<file path="src/rtl/fifo_pkg.sv">
// Shared sizing for the byte FIFO: default word width and depth,
// plus the pointer-width helper used to size the pointers and the count.
package fifo_pkg;

  localparam int WIDTH_DEF = 32'sd8;
  localparam int DEPTH_DEF = 32'sd4;

  function automatic int calc_aw(input int depth);
    int aw;
    aw = 32'sd0;
    while ((32'sd1 << aw) < depth) begin
      aw = aw + 32'sd1;
    end
    return aw;
  endfunction

  localparam int AW_DEF  = calc_aw(DEPTH_DEF);
  localparam int COUNT_W = AW_DEF + 32'sd1;

endpackage

</file>
<file path="src/rtl/fifo_ptr_ctrl.sv">
// FIFO bookkeeping: read/write pointers, occupancy count, accept decisions
// and the sticky overflow/underflow flags. Holds no data.
module fifo_ptr_ctrl
  import fifo_pkg::*;
#(
  parameter int DEPTH = DEPTH_DEF,
  parameter int AW    = calc_aw(DEPTH)
) (
  input  logic          clk,
  input  logic          rst,
  input  logic          clr,
  input  logic          wr_en,
  input  logic          rd_en,
  output logic          wr_ok,
  output logic          rd_ok,
  output logic [AW-1:0] wptr,
  output logic [AW-1:0] rptr,
  output logic [AW:0]   count,
  output logic          full,
  output logic          empty,
  output logic          overflow,
  output logic          underflow
);

  localparam logic [AW-1:0] PTR_ONE  = {{(AW-1){1'b0}}, 1'b1};
  localparam logic [AW:0]   CNT_FULL = (AW+1)'(DEPTH);

  logic [AW-1:0] wptr_q, wptr_d;
  logic [AW-1:0] rptr_q, rptr_d;
  logic [AW:0]   count_q, count_d;
  logic          overflow_q, overflow_d;
  logic          underflow_q, underflow_d;
  logic          wr_acc_s, rd_acc_s;

  // Accept decisions use pre-edge state; a same-cycle read makes room on full.
  always_comb begin
    rd_acc_s = rd_en & ~empty;
    wr_acc_s = wr_en & (~full | rd_acc_s);
    rd_ok    = rd_acc_s & ~clr;
    wr_ok    = wr_acc_s & ~clr;
  end

  always_comb begin
    wptr_d      = wptr_q;
    rptr_d      = rptr_q;
    count_d     = count_q;
    overflow_d  = overflow_q;
    underflow_d = underflow_q;
    if (clr) begin
      wptr_d      = {AW{1'b0}};
      rptr_d      = {AW{1'b0}};
      count_d     = {(AW+1){1'b0}};
      overflow_d  = 1'b0;
      underflow_d = 1'b0;
    end else begin
      if (wr_acc_s) begin
        wptr_d = wptr_q + PTR_ONE;
      end else begin
        wptr_d = wptr_q;
      end
      if (rd_acc_s) begin
        rptr_d = rptr_q + PTR_ONE;
      end else begin
        rptr_d = rptr_q;
      end
      count_d     = count_q + (AW+1)'(wr_acc_s) - (AW+1)'(rd_acc_s);
      overflow_d  = overflow_q | (wr_en & ~wr_acc_s);
      underflow_d = underflow_q | (rd_en & ~rd_acc_s);
    end
  end

  always_ff @(posedge clk or posedge rst) begin
    if (rst) begin
      wptr_q      <= {AW{1'b0}};
      rptr_q      <= {AW{1'b0}};
      count_q     <= {(AW+1){1'b0}};
      overflow_q  <= 1'b0;
      underflow_q <= 1'b0;
    end else begin
      wptr_q      <= wptr_d;
      rptr_q      <= rptr_d;
      count_q     <= count_d;
      overflow_q  <= overflow_d;
      underflow_q <= underflow_d;
    end
  end

  assign wptr      = wptr_q;
  assign rptr      = rptr_q;
  assign count     = count_q;
  assign full      = (count_q == CNT_FULL);
  assign empty     = (count_q == {(AW+1){1'b0}});
  assign overflow  = overflow_q;
  assign underflow = underflow_q;

endmodule

</file>
<file path="src/rtl/byte_fifo_sync.sv">
// Synchronous byte FIFO fed by a falling-edge register stage and drained on
// the rising edge; holds the storage array and the registered read port.
module byte_fifo_sync
  import fifo_pkg::*;
#(
  parameter int WIDTH = WIDTH_DEF,
  parameter int DEPTH = DEPTH_DEF,
  parameter int AW    = calc_aw(DEPTH)
) (
  input  logic             CLK,
  input  logic             async_clr,
  input  logic             synchro_clr,
  input  logic [WIDTH-1:0] D,
  input  logic             wr_en,
  input  logic             rd_en,
  output logic [WIDTH-1:0] Q,
  output logic             full,
  output logic             empty,
  output logic [AW:0]      count,
  output logic             overflow,
  output logic             underflow
);

  logic [WIDTH-1:0] mem_q [DEPTH];
  logic [WIDTH-1:0] mem_d [DEPTH];
  logic [WIDTH-1:0] q_q, q_d;
  logic             wr_ok_s, rd_ok_s;
  logic [AW-1:0]    wptr_s, rptr_s;

  fifo_ptr_ctrl #(
    .DEPTH (DEPTH),
    .AW    (AW)
  ) u_ctrl (
    .clk       (CLK),
    .rst       (async_clr),
    .clr       (synchro_clr),
    .wr_en     (wr_en),
    .rd_en     (rd_en),
    .wr_ok     (wr_ok_s),
    .rd_ok     (rd_ok_s),
    .wptr      (wptr_s),
    .rptr      (rptr_s),
    .count     (count),
    .full      (full),
    .empty     (empty),
    .overflow  (overflow),
    .underflow (underflow)
  );

  always_comb begin
    mem_d = mem_q;
    if (wr_ok_s) begin
      mem_d[wptr_s] = D;
    end else begin
      mem_d = mem_q;
    end
  end

  // Storage is deliberately left uncleared by either reset.
  always_ff @(posedge CLK) begin
    mem_q <= mem_d;
  end

  always_comb begin
    q_d = q_q;
    if (synchro_clr) begin
      q_d = {WIDTH{1'b0}};
    end else if (rd_ok_s) begin
      q_d = mem_q[rptr_s];
    end else begin
      q_d = q_q;
    end
  end

  always_ff @(posedge CLK or posedge async_clr) begin
    if (async_clr) begin
      q_q <= {WIDTH{1'b0}};
    end else begin
      q_q <= q_d;
    end
  end

  assign Q = q_q;

endmodule

</file>
<file path="config.mk">
export PLATFORM = sky130hd
export DESIGN_NAME = byte_fifo_sync
export DESIGN_NICKNAME = d
export VERILOG_FILES = /design/src/rtl/fifo_pkg.sv /design/src/rtl/fifo_ptr_ctrl.sv /design/src/rtl/byte_fifo_sync.sv
export SDC_FILE = /design/constraint.sdc
export NUM_CORES = 1
export LEC_CHECK = 0
export ABC_CLOCK_PERIOD_IN_PS = 2570
export BUFFER_PORTS_ARGS = -buffer_cell sky130_fd_sc_hd__buf_2
export CAP_MARGIN = 20
export CORE_MARGIN = 2
export CORE_UTILIZATION = 56
export DETAILED_ROUTE_END_ITERATION = 8
export GPL_ROUTABILITY_DRIVEN = 0
export PLACE_DENSITY = 0.9
export SETUP_SLACK_MARGIN = 0.02
export SLEW_MARGIN = 20
export SYNTH_ARGS = -nofsm -noshare
export SYNTH_HDL_FRONTEND = slang
export SYNTH_SLANG_ARGS = --single-unit
</file>
<file path="constraint.sdc">
create_clock -name CLK -period 2.57 [get_ports CLK]
set_input_delay 0.3855 -clock CLK [delete_from_list [all_inputs] [get_ports CLK]]
set_output_delay 0.3855 -clock CLK [all_outputs]
set_load 0.02 [all_outputs]
</file>
==> impl_metrics.py, run 1 <==
metrics = {
    "final_layout": {
        "instances_no_fill": 215,
        "drive_above_1_share": 0.337,
        "fin_nets": 188,
        "stdcell_area_um2": 2360,
        "post-route-util": 0.691,
        "multi_input_area_um2": 594,
        "regArea_um2": 1390,
        "fill_cells": 225,
        "num_antenna_cells": 0,
        "syn_to_final_growth_pct": 16.1,
    },
    "routing": {
        "num_vias": 1192,
        "drtIter0Drc": 92,
        "wirelength_um": 3610,
        "ant_nets": 0,
        "drc": 0,
        "wl_per_cell_um": 16.8,
        "drtPass1Iterations": 4,
        "viasPerCell": 5.54,
    },
    "critical_path": {
        "cp-startpoint": "u_ctrl.count[2]",
        "reg2reg_to": "u_ctrl.count[2]",
        "rrSetupSlack_ns": 0.22,
        "start_kind": "flip-flop",
        "worstSetupEndpoint": "u_ctrl.count[2]",
        "end_kind": "flip-flop",
        "r2r-start": "u_ctrl.count[2]",
        "critPathKind": "flip-flop to flip-flop",
        "cp_max_fo": 6,
        "ff2ff_path_depth": 10,
        "worstPathArrival_ns": 2.65,
        "cp.required_ns": 2.86,
    },
    "global_route": {
        "grt_pass1_wl_um": 5880,
        "grtUsageTotal": 0.201,
        "overflow": 0,
        "grt_max_degree": 24,
        "antenna_found_initial": 0,
        "grt_pass1_vias": 1171,
    },
    "outcome": {
        "status": "finished clean",
    },
    "clock_network": {
        "cts_setup_buffers": 0,
        "clkSlewWorstSetupHoldPaths_ns": 0.13,
        "cts_tree": "yes",
        "clk_latency_ns": 0.37,
        "ctsHoldBuffers": 0,
        "clock_path_buffers": 2,
        "numCtsBuffers": 5,
        "cts-root-buf": "clkbuf_4",
        "cts_sinks": 49,
        "ctsHtreeMaxLevel": 2,
    },
    "power_and_ir_drop": {
        "power.leakage_nw": 0.966,
        "peakVddDrop_v": 0.000398,
        "p_per_area_nw_per_um2": 912,
    },
    "die": {
        "initial_utilization": 0.595,
        "rows": 21,
        "io_pins": 28,
        "die_w_um": 64.3,
        "core_area_um2": 3420,
        "die_area_um2": 4130,
        "fp.dieH_um": 64.3,
    },
    "logic_synthesis": {
        "synth_area_leader_cell": "edfxtp_1",
        "yosysWarnings": 0,
        "synthCells": 132,
        "synthTopCellsByCount": "edfxtp_1 (32), dfrtp_1 (17), nand2_1 (16)",
        "ys_ff_latch": 49,
        "ys.flop_type": "edfxtp_1",
        "yosysTopAreaCellShare": 0.473,
        "synth_area_per_cell_um2": 15.4,
        "synth-seq-area-share": 0.682,
        "ys_types": 28,
        "postSynth.asyncResetShare": 0.347,
        "syn-num-nets": 152,
        "syn-cell-area_um2": 2030,
        "yosysMostFrequentCell": "edfxtp_1",
        "synth_area_leaders": "edfxtp_1 (47%), dfrtp_1 (21%), mux4_2 (8.9%)",
        "synth_edf_count": 32,
    },
    "sta": {
        "max_slew_margin": 0.581,
        "setup_viol": 0,
        "period_minus_slack_ns": 2.35,
        "post-route-period-util": 0.916,
        "skew_ns": 0.0154,
        "timing.fmax_mhz": 425,
        "slew_viol_final": 0,
        "worst_slew_pin_slew_ns": 0.627,
        "hold_slack_ns": 0.0650,
        "rsz0062_at_grt": "false",
        "finalHoldViolCount": 0,
        "setup-tns-final_ns": 0,
    },
    "placement": {
        "dp_hpwl_um": 2600,
        "place_inst": 207,
        "place_area_um2": 2250,
        "io_buffers": 27,
    },
    "run": {
        "maxCapViolations": 0,
    },
    "hold_path": {
        "hp-class": "primary input to asynchronous set/reset pin",
    },
}
how the worst min path moves through the flow:
| stage | startpoint | end | slack, ns | depth (start not counted) |
|---|---|---|---|---|
| 6_report | async_clr | u_ctrl.underflow | 0.06 | 2 |
| 5_1_grt | async_clr | Q[5] | 0.1 | 2 |
| 4_1_cts | async_clr | u_ctrl.underflow | 0.08 | 2 |
| 3_5_place_dp | u_ctrl.overflow | u_ctrl.overflow | 0.48 | 2 |
| 3_3_place_gp | async_clr | Q[5] | 0.47 | 2 |
| 2_1_floorplan | async_clr | Q[0] | 0.31 | 1 |
metrics by stage:
| stage | worst slack, ns | total power [mW] |
|---|---|---|
| 6_report | 0.217 | 2.15 |
| 5_1_grt | 0.0920 | 2.27 |
| 4_1_cts | 0.0631 | 2.15 |
| 3_5_place_dp | 0.0917 | 1.66 |
| 3_3_place_gp | 0.378 | 1.60 |
| 2_1_floorplan | 0.0896 | 1.46 |
flip-flops by register name, indices dropped and copies added, names as in the netlist:
signal	cells
Q	8
mem_q	32
u_ctrl.count	3
u_ctrl.overflow	1
u_ctrl.rptr	2
u_ctrl.underflow	1
u_ctrl.wptr	2
timing repair:
action / in CTS / in global routing
resized for setup: 0 / 2
hold endpoints to repair: 0 / 0
setup endpoints to repair: 0 / 1
routing by layer:
layer  GRT usage  wire [um]  vias to the layer above
met1       0.240       1410                      577
met5           0          0                        -
met3      0.0440        234                       13
met2       0.332       1840                       58
li1            -          -                      544
met4       0.122        116                        0
final cells by class:
cell class                 instances  share of cell area
sequential                        49               0.587
clock inverter                     2              0.0148
multi-input combinational         68               0.252
clock buffer                       6              0.0265
inverter                          10              0.0159
tap                               46              0.0244
timing repair buffer              34              0.0795
cell families after synthesis:
family,share of synthesized area
compound gates,0.0419
simple gates,0.0874
fa+ha+maj,0.0468
xor+xnor,0.00862
flops,0.682
mux,0.101
buf+inv,0.0326
critical path, stage by stage, from the launching register on:
cell	delay, ns
dfrtp_1	0.47
o31ai_4	0.32
inv_2	0.07
ha_1	0.29
inv_1	0.06
ha_1	0.13
inv_1	0.04
fa_1	0.37
xor2_1	0.16
and2_2	0.19
nor3_1	0.15
power by group:
group	internal (mW)	switching, mW	total (mW)
Sequential	0.929	0.100	1.03
Clock	0.262	0.233	0.495
Combinational	0.282	0.347	0.629
Total	1.47	0.681	2.15
cells in the final DEF (no fill, tap or decap), types with 2 or more instances in the layout:
master / count
buf_2: 27
clkbuf_4: 5
edfxtp_1: 32
nor3b_1: 4
nor3_1: 2
nor2_1: 7
nand2b_1: 2
inv_1: 8
a21oi_1: 10
buf_4: 7
mux4_2: 8
ha_1: 6
nand2_1: 16
dfrtp_1: 17
inv_2: 2
No activity file was read; power rests on OpenSTA's default activity.
==> inputs of run 2 (changes only) <==
Settings changed: CORE_MARGIN 2 to unset, HOLD_SLACK_MARGIN set to 0.1, PLACE_DENSITY 0.9 to unset, PLACE_DENSITY_LB_ADDON set to 0.05.
==> run 2 against run 1 <==
Clock power is 31% lower. Die area is 6.1% lower. First-iteration DRC count is 50% lower. Worst hold slack better by 0.024 ns. Power is 8.8% lower. Combinational power is 5.1% lower. Final area is 2.3% lower. Clock skew is 0.012 ns lower. Critical path type unchanged.
==> impl_metrics.py, run 2 (synthesis results as in run 1) <==
metrics = {
    "outcome": {
        "status": "finished clean",
    },
    "sta": {
        "max_slew_margin": 0.564,
        "rsz0062_at_grt": "false",
        "slew_viol_final": 0,
        "setup-tns-final_ns": 0,
        "hold_slack_ns": 0.0888,
        "period_minus_slack_ns": 2.32,
        "setup_viol": 0,
        "setup_slack_ns": 0.252,
        "timing.fmax_mhz": 431,
        "post-route-period-util": 0.902,
        "skew_ns": 0.00379,
        "finalHoldViolCount": 0,
        "worst_slew_pin_slew_ns": 0.654,
    },
    "routing": {
        "drc": 0,
        "num_vias": 1153,
        "viasPerCell": 5.36,
        "drtPass1Iterations": 4,
        "ant_nets": 0,
        "wirelength_um": 3410,
        "drtIter0Drc": 46,
        "wl_per_cell_um": 15.9,
    },
    "die": {
        "rows": 21,
        "fp.dieH_um": 62.3,
        "die_area_um2": 3880,
        "die_w_um": 62.3,
        "initial_utilization": 0.595,
        "io_pins": 28,
        "core_area_um2": 3420,
    },
    "placement": {
        "dp_hpwl_um": 2470,
        "io_buffers": 27,
        "place_area_um2": 2250,
        "post-place-ws_ns": 0.265,
        "place_inst": 207,
    },
    "hold_path": {
        "hp-class": "primary input to asynchronous set/reset pin",
    },
    "final_layout": {
        "post-route-util": 0.675,
        "layout_common_cells": "edfxtp_1 (32), buf_2 (27), dfrtp_1 (17)",
        "fill_cells": 255,
        "drive_above_1_share": 0.325,
        "top_register": "mem_q",
        "instances_no_fill": 215,
        "syn_to_final_growth_pct": 13.4,
        "regArea_um2": 1390,
        "largest_reg_flops": 32,
        "stdcell_area_um2": 2310,
        "num_antenna_cells": 0,
        "final_common_cell": "edfxtp_1",
        "fin_nets": 188,
        "multi_input_area_um2": 581,
    },
    "power_and_ir_drop": {
        "peakVddDrop_v": 0.000473,
        "p_per_area_nw_per_um2": 852,
        "total_power_mw": 1.96,
        "power.leakage_nw": 0.936,
    },
    "global_route": {
        "overflow": 0,
        "grt_pass1_wl_um": 5790,
        "antenna_found_initial": 0,
        "grt_max_degree": 24,
        "grtUsageTotal": 0.202,
        "grt_pass1_vias": 1175,
    },
    "clock_network": {
        "ctsResizeCount": 0,
        "numCtsBuffers": 5,
        "cts_setup_buffers": 0,
        "cts_sinks": 49,
        "cts_tree": "yes",
        "clkSlewWorstSetupHoldPaths_ns": 0.13,
        "cts-root-buf": "clkbuf_4",
        "clk_latency_ns": 0.36,
        "ctsHtreeMaxLevel": 2,
        "clock_path_buffers": 2,
        "ctsHoldBuffers": 0,
    },
    "critical_path": {
        "rrSetupSlack_ns": 0.25,
        "worstPathArrival_ns": 2.61,
        "cp.required_ns": 2.86,
        "start_kind": "flip-flop",
        "end_kind": "flip-flop",
        "critPathKind": "flip-flop to flip-flop",
        "cp_max_fo": 6,
    },
    "run": {
        "maxCapViolations": 0,
    },
}
run 2: cell types whose count changed in the layout (fill, tap and decap cells not counted):
| cell | delta |
|---|---|
| clkinvlp_4 | +2 |
| o31ai_1 | +1 |
| o31ai_4 | -1 |
| bufinv_16 | -1 |
| clkinv_2 | -1 |
| clkbuf_16 | -1 |
| clkbuf_1 | +1 |
run 2: final timing paths:
check                            startpoint                to  cells after the start
max                         u_ctrl.count[2]   u_ctrl.count[2]                     10
min                               async_clr              Q[1]                      2
max reg2reg                 u_ctrl.count[2]   u_ctrl.count[2]                     10
min reg2reg                u_ctrl.underflow  u_ctrl.underflow                      2
max in group asynchronous         async_clr    u_ctrl.rptr[1]                      2
min in group CLK                       D[5]         mem_q[13]                      1
run 2: per-layer routing:
layer	vias to the layer above	global-route usage	part of all wire
met5	-	0	0
met4	0	0.0610	0.0076
met3	3	0.0460	0.047
met2	37	0.349	0.54
met1	573	0.256	0.41
li1	540	-	-
run 2: area by class of cell:
cell class | count | share of cell area
timing repair buffer | 34 | 0.0814
multi-input combinational | 68 | 0.252
inverter | 10 | 0.0163
tap | 46 | 0.0250
clock inverter | 2 | 0.00651
clock buffer | 6 | 0.0179
sequential | 49 | 0.601
run 2: power breakdown:
part	switching [mW]	internal (mW)
sequential	0.0940	0.929
clock	0.237	0.107
combinational	0.325	0.273
run 2: worst max-delay path, stage by stage, from the launching register on:
cell	delay, ns
dfrtp_1	0.45
o31ai_1	0.39
inv_2	0.07
ha_1	0.28
inv_1	0.06
ha_1	0.13
inv_1	0.04
fa_1	0.37
xor2_1	0.16
and2_2	0.19
nor3_1	0.12
